### config.mk
export PLATFORM = sky130hd
export DESIGN_NAME = q_timing_queue
export DESIGN_NICKNAME = d
export VERILOG_FILES = /design/src/rtl/q_timing_queue.sv
export SDC_FILE = /design/constraint.sdc
export NUM_CORES = 2
export LEC_CHECK = 0
export BUFFER_PORTS_ARGS = -buffer_cell sky130_fd_sc_hd__buf_4
export CAP_MARGIN = 20
export CORE_ASPECT_RATIO = 1.75
export CORE_MARGIN = 4
export CORE_UTILIZATION = 61
export CTS_BUF_LIST = sky130_fd_sc_hd__clkbuf_8
export CTS_CLUSTER_DIAMETER = 100
export DETAILED_ROUTE_END_ITERATION = 7
export HOLD_SLACK_MARGIN = 0.12
export PLACE_DENSITY = 0.79
export SLEW_MARGIN = 15
export SYNTH_ARGS = -nofsm -noshare
export SYNTH_HDL_FRONTEND = slang
export SYNTH_SLANG_ARGS = --single-unit
### constraint.sdc
create_clock -name clk -period 26.9 [get_ports clk]
set_input_delay 1.345 -clock clk [delete_from_list [all_inputs] [get_ports clk]]
set_output_delay 1.345 -clock clk [all_outputs]
set_load 0.01 [all_outputs]
### src/rtl/q_timing_queue.sv
// -----------------------------------------------------------------------------
// q_timing_queue
//
// Timing queue between the classical controller and the quantum operation
// unit. The controller emits quantum instructions and timing writes; each
// instruction is buffered together with the interval that was pending when it
// was pushed. The head entry is issued as a registered one-cycle pulse once
// its interval has elapsed since the previous issue.
//
// Optional feature (macro Q_TIMING_QUEUE_TIMESTAMP_EN):
//   Defined   : a free-running TIME_W cycle counter is sampled into o_issue_ts
//               on every pop edge.
//   Undefined : no counter, o_issue_ts is tied to 0 (port list unchanged).
//
// Ports:
//   clk             clock, all state changes on the rising edge
//   rst             synchronous, active-high reset
//   i_run           issue enable; 0 freezes countdown, arming and issue
//   i_q_inst_vld    push request for i_q_inst
//   i_q_inst        instruction to enqueue
//   i_q_time_write  timing write strobe
//   i_q_time_sel    0: replace pending interval, 1: saturating add
//   i_q_time_reg    timing value, bits [TIME_W-1:0] used
//   o_full          occupancy == DEPTH (post-edge)
//   o_empty         occupancy == 0 (post-edge)
//   o_count         current occupancy
//   o_issue_vld     one-cycle issue pulse
//   o_issue_inst    issued instruction, 0 when o_issue_vld is 0
//   o_overflow      sticky, set when a push is dropped
//   o_issue_ts      timestamp of the last issue (0 when timestamps disabled)
//
// Handshake: i_q_inst_vld is a push request with no ready return; a push is
// accepted when the queue is not full or when a pop happens in the same cycle.
// Otherwise it is dropped and o_overflow is set. The controller stalls on
// o_full. The issue side is a pure one-cycle valid pulse with no back-pressure.
//
// The FSM state is the internal signal `state` (IDLE / COUNT); "armed" is
// exactly state == COUNT.
// -----------------------------------------------------------------------------
module q_timing_queue #(
    parameter int DEPTH  = 16,
    parameter int INST_W = 64,
    parameter int TIME_W = 32
) (
    input  logic                    clk,
    input  logic                    rst,
    input  logic                    i_run,
    input  logic                    i_q_inst_vld,
    input  logic [INST_W-1:0]       i_q_inst,
    input  logic                    i_q_time_write,
    input  logic                    i_q_time_sel,
    input  logic [63:0]             i_q_time_reg,
    output logic                    o_full,
    output logic                    o_empty,
    output logic [$clog2(DEPTH):0]  o_count,
    output logic                    o_issue_vld,
    output logic [INST_W-1:0]       o_issue_inst,
    output logic                    o_overflow,
    output logic [TIME_W-1:0]       o_issue_ts
);

    localparam int PTR_W = $clog2(DEPTH);
    localparam int CNT_W = PTR_W + 1;
    localparam int ENT_W = TIME_W + INST_W;

    localparam logic [PTR_W-1:0]  PTR_ONE   = 1;
    localparam logic [CNT_W-1:0]  CNT_ONE   = 1;
    localparam logic [CNT_W-1:0]  CNT_DEPTH = CNT_W'(DEPTH);
    localparam logic [TIME_W-1:0] TIME_ONE  = 1;

    typedef enum logic {
        ST_IDLE  = 1'b0,
        ST_COUNT = 1'b1
    } state_t;

    state_t state;
    state_t state_nxt;

    // Storage: each entry is {interval, instruction}.
    logic [ENT_W-1:0]  mem [DEPTH];
    logic [PTR_W-1:0]  rd_ptr;
    logic [PTR_W-1:0]  wr_ptr;
    logic [PTR_W-1:0]  rd_ptr_inc;
    logic [CNT_W-1:0]  count;

    // Pending interval and head countdown.
    logic [TIME_W-1:0] pend;
    logic [TIME_W-1:0] pend_eff;
    logic [TIME_W:0]   pend_sum;
    logic [TIME_W-1:0] time_val;
    logic [TIME_W-1:0] cnt;

    logic [TIME_W-1:0] head_ival;
    logic [INST_W-1:0] head_inst;
    logic [TIME_W-1:0] next_ival;

    // FSM decisions.
    logic pop;
    logic arm_head;
    logic arm_next;
    logic dec;

    logic push_acc;
    logic push_drop;

    // Upper bits of the timing register beyond TIME_W are intentionally ignored.
    logic unused_time_reg;
    assign unused_time_reg = ^i_q_time_reg;

    assign time_val   = i_q_time_reg[TIME_W-1:0];
    assign rd_ptr_inc = rd_ptr + PTR_ONE;
    assign head_ival  = mem[rd_ptr][ENT_W-1:INST_W];
    assign head_inst  = mem[rd_ptr][INST_W-1:0];
    assign next_ival  = mem[rd_ptr_inc][ENT_W-1:INST_W];

    // Countdown load value: intervals of 0 and 1 both mean "next cycle".
    function automatic logic [TIME_W-1:0] arm_val(input logic [TIME_W-1:0] ival);
        return (ival == '0) ? '0 : (ival - TIME_ONE);
    endfunction

    // Pending interval as seen by a same-cycle push: the time write lands first.
    assign pend_sum = {1'b0, pend} + {1'b0, time_val};

    always_comb begin
        pend_eff = pend;
        if (i_q_time_write) begin
            if (i_q_time_sel) begin
                pend_eff = pend_sum[TIME_W] ? '1 : pend_sum[TIME_W-1:0];
            end else begin
                pend_eff = time_val;
            end
        end
    end

    // ------------------------------------------------------------------
    // FSM: state register
    // ------------------------------------------------------------------
    always_ff @(posedge clk) begin
        if (rst) begin
            state <= ST_IDLE;
        end else begin
            state <= state_nxt;
        end
    end

    // ------------------------------------------------------------------
    // FSM: next state and decisions. All occupancy tests use the pre-edge
    // count, so an entry pushed this cycle is never armed on this edge.
    // ------------------------------------------------------------------
    always_comb begin
        state_nxt = state;
        pop       = 1'b0;
        arm_head  = 1'b0;
        arm_next  = 1'b0;
        dec       = 1'b0;
        case (state)
            ST_IDLE: begin
                if (i_run && (count != '0)) begin
                    arm_head  = 1'b1;
                    state_nxt = ST_COUNT;
                end
            end
            ST_COUNT: begin
                if (i_run) begin
                    if (cnt != '0) begin
                        dec = 1'b1;
                    end else begin
                        pop = 1'b1;
                        // A second resident entry takes over the countdown on
                        // the same edge so that issues stay exactly I apart.
                        if (count > CNT_ONE) begin
                            arm_next = 1'b1;
                        end else begin
                            state_nxt = ST_IDLE;
                        end
                    end
                end
            end
            default: begin
                state_nxt = ST_IDLE;
            end
        endcase
    end

    // A pop frees a slot on the same edge, so a push while full still lands.
    assign push_acc  = i_q_inst_vld && ((count != CNT_DEPTH) || pop);
    assign push_drop = i_q_inst_vld && !push_acc;

    // ------------------------------------------------------------------
    // Datapath: pointers, occupancy, pending interval, countdown, issue.
    // ------------------------------------------------------------------
    always_ff @(posedge clk) begin
        if (rst) begin
            rd_ptr       <= '0;
            wr_ptr       <= '0;
            count        <= '0;
            pend         <= '0;
            cnt          <= '0;
            o_issue_vld  <= 1'b0;
            o_issue_inst <= '0;
            o_overflow   <= 1'b0;
        end else begin
            // An accepted push consumes the pending interval; otherwise any
            // time write simply updates it.
            if (push_acc) begin
                wr_ptr <= wr_ptr + PTR_ONE;
                pend   <= '0;
            end else begin
                pend   <= pend_eff;
            end

            if (pop) begin
                rd_ptr <= rd_ptr_inc;
            end

            case ({push_acc, pop})
                2'b10:   count <= count + CNT_ONE;
                2'b01:   count <= count - CNT_ONE;
                default: count <= count;
            endcase

            if (arm_head) begin
                cnt <= arm_val(head_ival);
            end else if (arm_next) begin
                cnt <= arm_val(next_ival);
            end else if (dec) begin
                cnt <= cnt - TIME_ONE;
            end

            o_issue_vld  <= pop;
            o_issue_inst <= pop ? head_inst : '0;

            if (push_drop) begin
                o_overflow <= 1'b1;
            end
        end
    end

    // Entry storage has no reset; occupancy and pointers define validity.
    always_ff @(posedge clk) begin
        if (push_acc) begin
            mem[wr_ptr] <= {pend_eff, i_q_inst};
        end
    end

    assign o_count = count;
    assign o_full  = (count == CNT_DEPTH);
    assign o_empty = (count == '0);

    // ------------------------------------------------------------------
    // Issue timestamp
    // ------------------------------------------------------------------
`ifdef Q_TIMING_QUEUE_TIMESTAMP_EN
    logic [TIME_W-1:0] ts_cnt;

    always_ff @(posedge clk) begin
        if (rst) begin
            ts_cnt     <= '0;
            o_issue_ts <= '0;
        end else begin
            ts_cnt <= ts_cnt + TIME_ONE;
            // The counter value present at the pop edge is what gets captured.
            if (pop) begin
                o_issue_ts <= ts_cnt;
            end
        end
    end
`else
    assign o_issue_ts = '0;
`endif

endmodule

==> impl_metrics.yaml <==
synth:
  synth_enable_flop_cells: 1536
  synth_area_leaders: "edfxtp_1 (64%), mux4_2 (18%), dfxtp_1 (4.1%), mux2i_1 (0.91%), a21oi_1 (0.89%)"
  synthArstFlopShare_pct: 0
  yosys.area.top_type: "edfxtp_1"
  synth_cell_types: 90
  syn_inst: 3791
  synth_seq_area_share_pct: 68.47
  yosysTopAreaCellShare_pct: 64.34
  ys.flop_type: "edfxtp_1"
  syn_avg_cell_area_sq_um: 18.91
  yosys_register_bits: 1684
  mappedNetlistArea_sq_um: 71690
  ys_warn_count: 0
run_status:
  outcome: "finished clean"
routing:
  viasPerCell: 6.736
  first_iter_violations: 4451
  vias: 38664
  wl_per_cell_um: 30.21
  drc: 0
  drtAntennaViolNets: 0
  routed_wirelength_mm: 173.4
  dr.pass1.iters: 6
clocking:
  postCtsSetupBuffers: 0
  ctsLongestPathBuffers: 3
  cts.sinks: 1684
  cts_resized: 0
  htree_levels: 4
  cts-buffers-inserted: 218
  cts_hold_buf: 0
  clk_pin_slew_ps: 70
  cts_tree: "built"
  insertion_delay_ps: 910
  root_buffer: "clkbuf_8"
global_routing:
  grt_overflow: 0
  grt_util_met1_pct: 37.36
  grt_pass1_vias: 39996
  grt_busiest_layer: "met2"
  grt_pass1_wl_mm: 258.3
  grt_usage_pct: 28.69
  antenna_found_initial: 13
  grt_max_degree: 115
  grtUsageMet2_pct: 48.27
  gr-usage-met3_pct: 5.885
sta:
  timing.final.crit_share_pct: 24.93
  hold_viol_final: 0
  slew_headroom_pct: 23.40
  max_freq_ghz: 0.1491
  rsz0062_at_grt: "false"
  tightest_slew_ps: 1149
  fin_crit_ps: 6705
  setup_tns_ps: 0
  setup_viol: 0
  final_max_slew_viol_count: 0
  fin_worst_skew_ps: 37.07
  setup_ws_ps: 20200
setup_path:
  cp-start-kind: "flip-flop"
  critical_path_peak_fanout: 70
  path_class: "flip-flop to flip-flop"
  end_kind: "flip-flop"
  arrival_ps: 7460
  crit_required_ps: 27650
placed_design:
  dp_slack_ps: 20210
  io_buffers: 174
  dpl.hpwl_mm: 95.46
  gp_congestion: 0.9223
floorplanning:
  rows: 166
  fp.dieW_um: 267.2
  initial_core_util_pct: 61.31
  die_h_um: 461.5
  core-area_sq_um: 116900
  die_area_sq_um: 123300
  io_pins: 239
pwr:
  power_mw: 5.143
  p_leak_nw: 25.18
  p_per_area_nw_per_um2: 65.08
  ir_drop_mv: 0.06687
final_layout:
  layout_common_cells: "edfxtp_1 (1536), mux4_2 (580), clkbuf_8 (239)"
  drive_above_1_share_pct: 28.00
  nets: 4209
  final_common_cell: "edfxtp_1"
  area_growth_syn_to_layout_pct: 10.24
worst_hold_path:
  worstHoldPathType: "flip-flop to flip-flop"
job:
  drv_cap: 0
## routing by layer
layer,vias up,share of wire [%],routed length [um]
li1,16132,-,-
met1,19975,35,61130
met2,2123,51,88540
met3,426,9.4,16230
met4,8,4.3,7477
met5,-,0.031,53
## final timing paths
| path | startpoint | to | slack (ps) | cells past startpoint |
|---|---|---|---|---|
| setup reg to reg | flip-flop | cnt[10]$_SDFFE_PP0P_ | 20200 | 12 |
| hold / removal | o_overflow$_SDFFE_PP0P_ | o_overflow$_SDFFE_PP0P_ | 490 | 2 |
| setup / recovery | flip-flop | cnt[10]$_SDFFE_PP0P_ | 20200 | 12 |
| hold reg to reg | o_overflow$_SDFFE_PP0P_ | o_overflow$_SDFFE_PP0P_ | 490 | 2 |
## registers in the layout, summed over array words and instances, names as in the netlist, named ones only
name and cells:
cnt 32, mem 1536, o_count 5, o_issue_inst 64, o_issue_vld 1, o_overflow 1
pend 32, rd_ptr 4, state 1, wr_ptr 4
## power by group
part           internal [mW]  leakage [nW]  switching [mW]  total, mW
Combinational          0.120          7.46           0.209      0.329
Clock                  0.949          2.58           0.930       1.88
Sequential              2.91          15.1          0.0237       2.94
## synth_stat cells (5+ instances only)
library cell / count
edfxtp_1: 1536
mux4_2: 580
dfxtp_1: 148
nand2_1: 144
nor2_1: 131
a21oi_1: 128
clkbuf_1: 122
and2_1: 71
mux2i_1: 65
xnor2_1: 65
nor3_1: 54
o21ai_0: 49
ha_1: 44
nand2b_1: 44
buf_4: 43
a22oi_1: 42
buf_2: 41
xor2_1: 40
buf_1: 34
inv_1: 32
nand3_1: 29
a211oi_1: 28
nor4_1: 26
o221ai_1: 21
nand4_1: 18
a21o_1: 16
buf_6: 16
nor2b_1: 16
o22ai_1: 16
a221oi_1: 15
or3_1: 13
a31oi_1: 11
and3_1: 11
o211ai_1: 7
o21a_1: 7
or2_2: 7
a22o_1: 6
a311oi_1: 6
mux2_2: 6
nand3b_1: 5
o21ai_1: 5
or4_1: 5
## layout make-up
| cell class | instances | area, sq um |
|---|---|---|
| Antenna cell | 6 | 15.01 |
| Clock buffer | 239 | 3289 |
| Clock inverter | 173 | 1131 |
| Fill cell | 7290 | 37900 |
| Inverter | 33 | 128.9 |
| Multi-Input combinational cell | 1849 | 21520 |
| Sequential cell | 1684 | 49100 |
| Tap cell | 1512 | 1892 |
| Timing Repair Buffer | 244 | 1956 |
## worst max-delay path, cell delays in order (launching register included)
cell      delay [ps]
dfxtp_4          970
buf_4            820
buf_4            980
mux4_2           610
a22oi_1          220
nand2_1          230
or4_1            720
nor4b_1          690
and4_1           460
nor2_2           140
buf_4            250
a221oi_1         280
a211oi_1         110
## cells by family after synthesis
logic type | after synthesis | synth area share [%]
flops | 1684 | 68.47
simple gates | 613 | 4.487
buf+inv | 289 | 1.977
other cells | 1 | 0.005231
xor+xnor | 106 | 1.305
compound gates | 402 | 3.737
mux | 651 | 19.22
fa+ha+maj | 45 | 0.7958
## metrics by stage
step	utilization [%]	hold slack, ps	cell area, sq um	cells
3_3_place_gp	63.77	447.6	74570	5321
4_1_cts	67.55	493.1	78990	5733
2_1_floorplan	-	458.2	71810	3822
5_1_grt	67.58	522.4	79020	5736
3_5_place_dp	63.77	477.7	74570	5321
6_report	67.59	486.8	79030	5740
No activity file was read; power rests on OpenSTA's default activity.
